==> config.mk <==
export PLATFORM = sky130hd
export DESIGN_NAME = mc_cfg_loader
export DESIGN_NICKNAME = d
export VERILOG_FILES = /design/src/rtl/mc_cfg_pkg.sv /design/src/rtl/mc_cfg_slot.sv /design/src/rtl/mc_cfg_loader.sv
export SDC_FILE = /design/constraint.sdc
export NUM_CORES = 1
export LEC_CHECK = 0
export ABC_AREA = 1
export BUFFER_PORTS_ARGS = -buffer_cell sky130_fd_sc_hd__buf_2
export CAP_MARGIN = 20
export CORE_MARGIN = 8
export CORE_UTILIZATION = 61
export DETAILED_ROUTE_END_ITERATION = 8
export PLACE_DENSITY = 0.85
export SYNTH_ARGS = -nofsm -noshare
export SYNTH_HDL_FRONTEND = slang
export SYNTH_SLANG_ARGS = --single-unit
export TNS_END_PERCENT = 100
==> constraint.sdc <==
create_clock -name clk -period 6 [get_ports clk]
set_input_delay 1.2 -clock clk [delete_from_list [all_inputs] [get_ports clk]]
set_output_delay 1.2 -clock clk [all_outputs]
set_load 0.05 [all_outputs]
==> src/rtl/mc_cfg_pkg.sv <==
// rtl/mc_cfg_pkg.sv - shared types and field layout for the macrocell config loader
//
// Purpose: loader FSM state encoding, per-macrocell stream length and the
//          position of each field within a macrocell's 4-bit record.
// Ports:   none (package).
package mc_cfg_pkg;

  typedef enum logic [1:0] {
    IDLE   = 2'd0,
    LOAD   = 2'd1,
    COMMIT = 2'd2,
    ERROR  = 2'd3
  } state_e;

  localparam int BITS_PER_MC = 4;

  // Field order within one macrocell record, first bit on the wire = 0.
  localparam int XINV = 0;
  localparam int OMUX = 1;
  localparam int DMUX = 2;
  localparam int PAR  = 3;

endpackage

==> src/rtl/mc_cfg_slot.sv <==
// rtl/mc_cfg_slot.sv - one macrocell's shadow/active select registers
//
// Purpose: holds the three select bits being loaded (shadow) and the three
//          bits currently driving the macrocell (active).
// Ports:
//   clk, rst   clock, synchronous active-high reset
//   wr_en_i    per-field shadow write enable (XINV/OMUX/DMUX)
//   wr_bit_i   value written into every enabled shadow field
//   commit_i   copy shadow into active on this edge
//   active_o   active selects, indexed by XINV/OMUX/DMUX
//   par_o      XOR of the shadow fields, for the loader's parity check
module mc_cfg_slot
  import mc_cfg_pkg::*;
(
  input  logic           clk,
  input  logic           rst,
  input  logic [PAR-1:0] wr_en_i,
  input  logic           wr_bit_i,
  input  logic           commit_i,
  output logic [PAR-1:0] active_o,
  output logic           par_o
);

  logic [PAR-1:0] shadow_q, shadow_d;
  logic [PAR-1:0] active_q, active_d;

  always_comb begin
    shadow_d = shadow_q;
    for (int b = 0; b < PAR; b++) begin
      if (wr_en_i[b]) shadow_d[b] = wr_bit_i;
    end
    active_d = commit_i ? shadow_q : active_q;
  end

  always_ff @(posedge clk) begin
    if (rst) begin
      shadow_q <= '0;
      active_q <= '0;
    end else begin
      shadow_q <= shadow_d;
      active_q <= active_d;
    end
  end

  assign active_o = active_q;
  // Every shadow field is rewritten before this macrocell's parity bit
  // arrives, so this is exactly b0^b1^b2 of the current load.
  assign par_o    = ^shadow_q;

endmodule

==> src/rtl/mc_cfg_loader.sv <==
// rtl/mc_cfg_loader.sv - serial, parity-checked, atomically committed macrocell config loader
//
// Purpose: accepts 4*NUM_MC config bits (macrocell 0 first; xor_inv, o_mux,
//          d_mux, odd parity), stages them, and switches every macrocell to
//          the new selects on one edge once the whole stream checked good.
// Ports:
//   clk, rst                 clock, synchronous active-high reset
//   start                    begin a load (honoured in IDLE/ERROR)
//   abort                    cancel; wins over every other event
//   cfg_bit/cfg_valid        serial stream input
//   cfg_ready                high while loading (registered)
//   xor_inv_mux/o_mux/d_mux  active per-macrocell selects
//   busy                     high in LOAD and COMMIT
//   done                     one-cycle pulse with the new selects
//   err/err_mc               sticky parity error and failing macrocell
module mc_cfg_loader
  import mc_cfg_pkg::*;
#(
  parameter int NUM_MC = 16,
  parameter int MCW    = (NUM_MC > 1) ? $clog2(NUM_MC) : 1
) (
  input  logic              clk,
  input  logic              rst,
  input  logic              start,
  input  logic              abort,
  input  logic              cfg_bit,
  input  logic              cfg_valid,
  output logic              cfg_ready,
  output logic [NUM_MC-1:0] xor_inv_mux,
  output logic [NUM_MC-1:0] o_mux,
  output logic [NUM_MC-1:0] d_mux,
  output logic              busy,
  output logic              done,
  output logic              err,
  output logic [MCW-1:0]    err_mc
);

  localparam int BIW = $clog2(BITS_PER_MC);

  state_e           state_q, state_d;
  logic [BIW-1:0]   bit_idx_q, bit_idx_d;
  logic [MCW-1:0]   mc_idx_q, mc_idx_d;
  logic             err_q, err_d;
  logic [MCW-1:0]   err_mc_q, err_mc_d;
  logic             cfg_ready_q, busy_q, done_q;

  logic             accept, commit, par_ok, last_mc;
  logic [PAR-1:0]   bit_dec;
  logic [NUM_MC-1:0] par_vec;
  logic [PAR-1:0]   slot_we  [NUM_MC];
  logic [PAR-1:0]   slot_act [NUM_MC];

  assign accept  = cfg_valid && cfg_ready_q;
  assign par_ok  = par_vec[mc_idx_q] ^ cfg_bit;
  assign last_mc = (mc_idx_q == MCW'(NUM_MC - 1));

  always_comb begin
    bit_dec = '0;
    for (int b = 0; b < PAR; b++) begin
      bit_dec[b] = (bit_idx_q == BIW'(b));
    end
  end

  for (genvar i = 0; i < NUM_MC; i++) begin : g_slot
    assign slot_we[i] = (accept && (mc_idx_q == MCW'(i))) ? bit_dec : '0;

    mc_cfg_slot u_slot (
      .clk      (clk),
      .rst      (rst),
      .wr_en_i  (slot_we[i]),
      .wr_bit_i (cfg_bit),
      .commit_i (commit),
      .active_o (slot_act[i]),
      .par_o    (par_vec[i])
    );

    assign xor_inv_mux[i] = slot_act[i][XINV];
    assign o_mux[i]       = slot_act[i][OMUX];
    assign d_mux[i]       = slot_act[i][DMUX];
  end

  always_comb begin
    state_d   = state_q;
    bit_idx_d = bit_idx_q;
    mc_idx_d  = mc_idx_q;
    err_d     = err_q;
    err_mc_d  = err_mc_q;
    commit    = 1'b0;
    unique case (state_q)
      IDLE, ERROR: begin
        // Any new load clears the previous error so done and err never overlap.
        if (start && !abort) begin
          state_d   = LOAD;
          bit_idx_d = '0;
          mc_idx_d  = '0;
          err_d     = 1'b0;
          err_mc_d  = '0;
        end else if (abort) begin
          state_d = IDLE;
        end
      end
      LOAD: begin
        if (abort) begin
          state_d = IDLE;
        end else if (accept) begin
          if (bit_idx_q == BIW'(PAR)) begin
            bit_idx_d = '0;
            mc_idx_d  = mc_idx_q + MCW'(1);
            if (!par_ok) begin
              state_d  = ERROR;
              err_d    = 1'b1;
              err_mc_d = mc_idx_q;
            end else if (last_mc) begin
              state_d = COMMIT;
            end
          end else begin
            bit_idx_d = bit_idx_q + BIW'(1);
          end
        end
      end
      COMMIT: begin
        commit  = 1'b1;
        state_d = IDLE;
      end
      default: state_d = IDLE;
    endcase
  end

  always_ff @(posedge clk) begin
    if (rst) begin
      state_q     <= IDLE;
      bit_idx_q   <= '0;
      mc_idx_q    <= '0;
      err_q       <= 1'b0;
      err_mc_q    <= '0;
      cfg_ready_q <= 1'b0;
      busy_q      <= 1'b0;
      done_q      <= 1'b0;
    end else begin
      state_q     <= state_d;
      bit_idx_q   <= bit_idx_d;
      mc_idx_q    <= mc_idx_d;
      err_q       <= err_d;
      err_mc_q    <= err_mc_d;
      cfg_ready_q <= (state_d == LOAD);
      busy_q      <= (state_d == LOAD) || (state_d == COMMIT);
      done_q      <= commit;
    end
  end

  assign cfg_ready = cfg_ready_q;
  assign busy      = busy_q;
  assign done      = done_q;
  assign err       = err_q;
  assign err_mc    = err_mc_q;

endmodule

[Word-level counts from Yosys, hierarchy flattened]
Cells that the tools add are included.
Cells by class
  add/sub/neg operators: 2
  $lt $le $gt $ge: 1
  equality and inequality tests: 28
  muxes and demuxes: 48
  bitwise logic cells: 1
  reduce and logical (&&, ||, !) cells: 44
Operator list (number)
  3-bit two-way mux: 16
  3-bit XOR reduction: 16
  4-bit equality test, second input constant: 8
  4-bit two-way mux: 8
  2-bit two-way mux: 11
  1-bit logical AND: 18
  4-bit by 3-bit equality test with 1-bit output, second input constant: 4
  4-bit case mux with 2 select lines: 2
  2-bit equality test, second input constant: 5
  2-bit inequality test, second input constant: 5
  4-bit by 2-bit equality test with 1-bit output, second input constant: 2
  1-bit two-way mux: 7
  2-bit by 1-bit equality test with 1-bit output, second input constant: 3
  2-bit case mux with 3 select lines: 1
  6-bit AND reduction: 1
  4-bit by 5-bit < comparator with 1-bit output, second input constant: 1
  5-bit AND reduction: 1
  4-bit by 1-bit adder with 4-bit output, second input constant: 1
  1-bit binary-select mux with 4-bit select: 1
  4-bit by 1-bit equality test with 1-bit output, second input constant: 1
  2-bit zero test: 2
  4-bit zero test: 1
  2-bit case mux with 2 select lines: 1
  4-bit AND reduction: 1
  7 further kinds: 7
Word-level totals
  register bits after elaboration: 112
  input bits: 6

[Longest topological paths before layout]
  depth in word-level cells: 11
  depth in mapped cells: 19
  depth with buffers taken out: 19

[Hierarchy]
Synthesis repeated with hierarchy kept, for this count alone.
Unflattened totals
  cells, all modules: 841
  area total of the unflattened synthesis: 5426.5 sq um
By module, submodules not included
  mc_cfg_slot: instances 16, cells each 37, area each 245.2 sq um, seq. area each 120.1 sq um
  mc_cfg_loader: instances 1, cells each 249, area each 1502.7 sq um, seq. area each 320.3 sq um

[Least setup slack after synthesis]
Ideal clock, no wire load.
  kind: input to register
  from: input port cfg_valid
  to: register busy_q, in the netlist busy
  setup time: 66 ps
  arrival: 2496 ps
  data required time: 5934 ps
  slack: 3438 ps
  stages: 11
  path buffers: 0
  cell sequence: nand2_1 -> nor2_1 -> nand2_1 -> inv_1 -> nand2_1 -> nand2_1 -> nand2_1 -> nand2_1 -> nand2_1 -> ha_1 -> nor2_1
On the way
  cells in the longest elaborated chain, start to end: 6
  elaborated cells between the ends (all ways): 7
  classes of those cells: 2 x eq/ne; 3 x mux; 2 x reduce/logical
Ends and longest elaborated chain
  start, declared: RTL line mc_cfg_loader.sv:27  | input logic cfg_valid,
  1-bit logical AND *: RTL line mc_cfg_loader.sv:53  | assign accept = cfg_valid && cfg_ready_q;
  2-bit two-way mux *: RTL line mc_cfg_loader.sv:105  | end else if (accept) begin
  2-bit two-way mux *: RTL line mc_cfg_loader.sv:103  | if (abort) begin
  2-bit case mux with 3 select lines *: RTL line mc_cfg_loader.sv:89  | unique case (state_q)
  named net state_d[0]: RTL line mc_cfg_loader.sv:40  | state_e state_q, state_d;
  2-bit by 1-bit equality test with 1-bit output / 2-bit equality test (equally long branches): RTL line mc_cfg_loader.sv:146  | busy_q <= (state_d == LOAD) || (state_d == COMMIT);
  1-bit logical OR *: RTL line mc_cfg_loader.sv:146
  end signal, assigned: RTL line mc_cfg_loader.sv:146
  end, declared: RTL line mc_cfg_loader.sv:45  | logic cfg_ready_q, busy_q, done_q;
The timed path passes the listed nets; every way through them passes the cells marked *.
A chain may end at the register's enable or synchronous reset.

[Worst setup path in the final report]
  from: register mc_idx_q[0]
  to: register busy_q, in the netlist busy
On the way
  cells in the longest elaborated chain, start to end: 10
  elaborated cells between the ends (all ways): 13
  classes of those cells: 3 x eq/ne; 8 x mux; 1 x bitwise; 1 x reduce/logical
Ends and longest elaborated chain
  start, declared: RTL line mc_cfg_loader.sv:42  | logic [MCW-1:0] mc_idx_q, mc_idx_d;
  start signal, assigned: RTL line mc_cfg_loader.sv:142  | mc_idx_q <= mc_idx_d;
  1-bit binary-select mux with 4-bit select: RTL line mc_cfg_loader.sv:54  | assign par_ok = par_vec[mc_idx_q] ^ cfg_bit;
  1-bit two-way mux (implied by the code): RTL line mc_cfg_loader.sv:54
  1-bit bitwise XOR: RTL line mc_cfg_loader.sv:54
  2-bit two-way mux *: RTL line mc_cfg_loader.sv:109  | if (!par_ok) begin
  2-bit two-way mux *: RTL line mc_cfg_loader.sv:106  | if (bit_idx_q == BIW'(PAR)) begin
  2-bit two-way mux *: RTL line mc_cfg_loader.sv:105
  2-bit two-way mux *: RTL line mc_cfg_loader.sv:103
  2-bit case mux with 3 select lines *: RTL line mc_cfg_loader.sv:89
  named net state_d[0]: RTL line mc_cfg_loader.sv:40
  2-bit by 1-bit equality test with 1-bit output / 2-bit equality test (equally long branches): RTL line mc_cfg_loader.sv:146
  1-bit logical OR *: RTL line mc_cfg_loader.sv:146
The timed path passes the listed nets; every way through them passes the cells marked *. The select of a mux whose other input is x is not followed.

==> metrics <==
status=completed; Synth Flop Type=dfxtp_1; post-cts resize count=0; Setup Crit Path Kind=flip-flop to flip-flop; Final Max Slew Viols=0; clk slew on worst S/H paths=0.09 ns; minimum clock period=2.731 ns; Core ar.=0.007767 mm²; kind of end point of the critical path=flip-flop; post-synthesis sequential area ratio=0.4562; Syn Inst Count=676; post-route cell area=0.005383 mm²; Setup Viol. Count Final=0; latest clock arrival within the worst-skew pair=0.38 ns; Setup Skew=0.009632 ns; fin util=0.6930; Placement Setup Slack=3.078 ns; H-tree depth=3; synthesized area=0.004915 mm²; clock sinks=112; Post-CTS Setup Bufs=0; largest net degree at the start of global routing=53; GRT overflow=0; Ant. Diodes=0; Max Freq=366.1 MHz; Total Die Area=0.01119 mm²; first-pass GRT wire length=20.41 mm; period utilisation layout=0.4552; maxcap violations=0; cts hold-fix bufs=0; setup ws final=3.269 ns; syn_nets=693; YS warnings=0; Placed Area=0.005202 mm²; Required @ worst endpoint=6.32 ns; share of post-route cells with drive strength above 1=0.1378; Starting DRT DRC Count=307; Layout area overhead=9.521%; Async S/R FF share, synth=0; Worst VDD drop=141.2 µV; Yosys cell types=21; worst-path cell chain=inv_1, nand3_1, nand3_1, nand2_1, nand2_1, nand2_2, nor2_1, nand2_1, nand2_1, nand3_2, nand2_1, nand2_1, nand2_1, ha_1, nor2_1; CTS Root Buffer Type=clkbuf_8; die height=105.8 µm; CTS tree=done; drc violations=0; std cell rows=32; Total Routing Usage GR=0.2158; Port Buffers=61; DRT Wirelength=11.88 mm; Nets=724; number of CTS-inserted buffers=9; Hold Path Class=flip-flop to flip-flop; Crit Path Max Fanout=13; CP arrival=3.05 ns; Crit path largest cell delay=0.71 ns; final hold vios=0; initial antenna violation count=0; Setup TNS=0 ns; Final ANT Viol Nets=0; Slew @ Worst Pin=0.9746 ns; Via density=5.643; RSZ-0062 raised after global routing=no; Leak=2.264 nW; clk buf depth=2; Post-synth EDFFs=0; Initial Utilization=0.6327; dpl hpwl=8.109 mm; Top Ports=62; critical path startpoint category=flip-flop; vias in the first global route=4475; crit path max-delay cell type=dfxtp_1; Most Frequent Cell on Critical Path=nand2_1; Max-slew headroom=0.3479; vias post-DR=4588; WL per Instance=14.61 µm; PwrDens=232.0 mW/mm²; Post-Syn Area per Cell=7.270 µm²; drt pass-1 iters=5; FF+latch count, synth=112; gp weighted congestion=0.8568; Die Wd=105.8 µm
==> critical path, delay by kind of cell (launching register included) <==
family        cells  cell delay (ns)
fa+ha+maj         1             0.29
buf+inv           1             0.44
flops             1             0.71
simple gates     13             1.22
==> logic make-up (layout without fill, tap and decap cells) <==
logic type      Yosys count  count (layout)  share of synthesized area
fa+ha+maj                11              11                    0.02800
simple gates            216             216                     0.1981
compound gates          215             215                     0.2217
buf+inv                 122             157                    0.09598
flops                   112             112                     0.4562
==> cells in the final DEF (no fill, tap or decap), types with 2 or more instances in the layout <==
master,synthesis,layout
dfxtp_1,112,112
a21oi_1,111,111
o21ai_0,99,99
nand2_1,94,94
nand3_1,88,88
inv_1,70,69
buf_2,2,61
nor2_1,15,15
clkbuf_8,0,11
inv_2,9,10
ha_1,11,10
nand2_2,5,5
nor3_1,5,5
nand4_1,5,5
nand3_2,3,3
a211oi_1,3,3
clkinvlp_4,0,2
==> cell type report <==
type,instances,area [µm²]
Clock buffer,11,151.4
Clock inverter,4,28.78
Fill cell,651,2385
Inverter,79,296.5
Multi-Input combinational cell,442,2203
Sequential cell,112,2242
Tap cell,102,127.6
Timing Repair Buffer,63,332.8
==> synthesized netlist by cell type, types with 2 or more instances <==
master | instances | area, µm²
a211oi_1 | 3 | 22.52
a21oi_1 | 111 | 555.5
buf_2 | 2 | 10.01
buf_4 | 2 | 15.01
clkbuf_1 | 38 | 142.6
dfxtp_1 | 112 | 2242
ha_1 | 11 | 137.6
inv_1 | 70 | 262.8
inv_2 | 9 | 33.78
nand2_1 | 94 | 352.8
nand2_2 | 5 | 31.28
nand3_1 | 88 | 440.4
nand3_2 | 3 | 30.03
nand4_1 | 5 | 31.28
nor2_1 | 15 | 56.30
nor3_1 | 5 | 25.02
o21ai_0 | 99 | 495.5
==> final timing paths <==
| check | from | to | slack, ns | cells after the start |
|---|---|---|---|---|
| worst max-delay path | mc_idx_q[0] | busy | 3.27 | 15 |
| worst min-delay path | err_mc[2] | err_mc[2] | 0.46 | 2 |
| worst max register to register | mc_idx_q[0] | busy | 3.27 | 15 |
| worst min register to register | err_mc[2] | err_mc[2] | 0.46 | 2 |
==> through the flow <==
stage / power (mW) / instances / hold WS (ns)
after floorplan: 0.8221 / 676 / 0.4473
after global placement: 0.8391 / 797 / 0.4493
after detailed placement: 0.8423 / 798 / 0.4497
after CTS: 1.250 / 813 / 0.4643
after global routing: 1.291 / 813 / 0.4921
final: 1.249 / 813 / 0.4635
==> registers in the layout, indices dropped and copies added (netlist names) <==
register	count
err_mc	4
state_q	2
done	1
bit_idx_q	2
busy	1
g_slot.u_slot.shadow_q	48
cfg_ready	1
err	1
g_slot.u_slot.active_o	48
mc_idx_q	4
==> power breakdown <==
part	leakage [nW]	switching [mW]	internal (mW)	total, mW
sequential	0.903	0.00570	0.746	0.752
combinational	1.27	0.0563	0.0186	0.0749
clock	0.0878	0.250	0.172	0.422
total	2.26	0.312	0.937	1.25
==> routing by layer <==
layer	vias to the layer above	track usage	wire, µm	part of all wire
li1	2328	-	-	-
met3	29	0.03837	660	0.056
met5	-	0	0	0
met4	0	0.1015	280	0.024
met1	2074	0.2659	5205	0.44
met2	157	0.3575	5730	0.48
No activity file was read; power rests on OpenSTA's default activity.
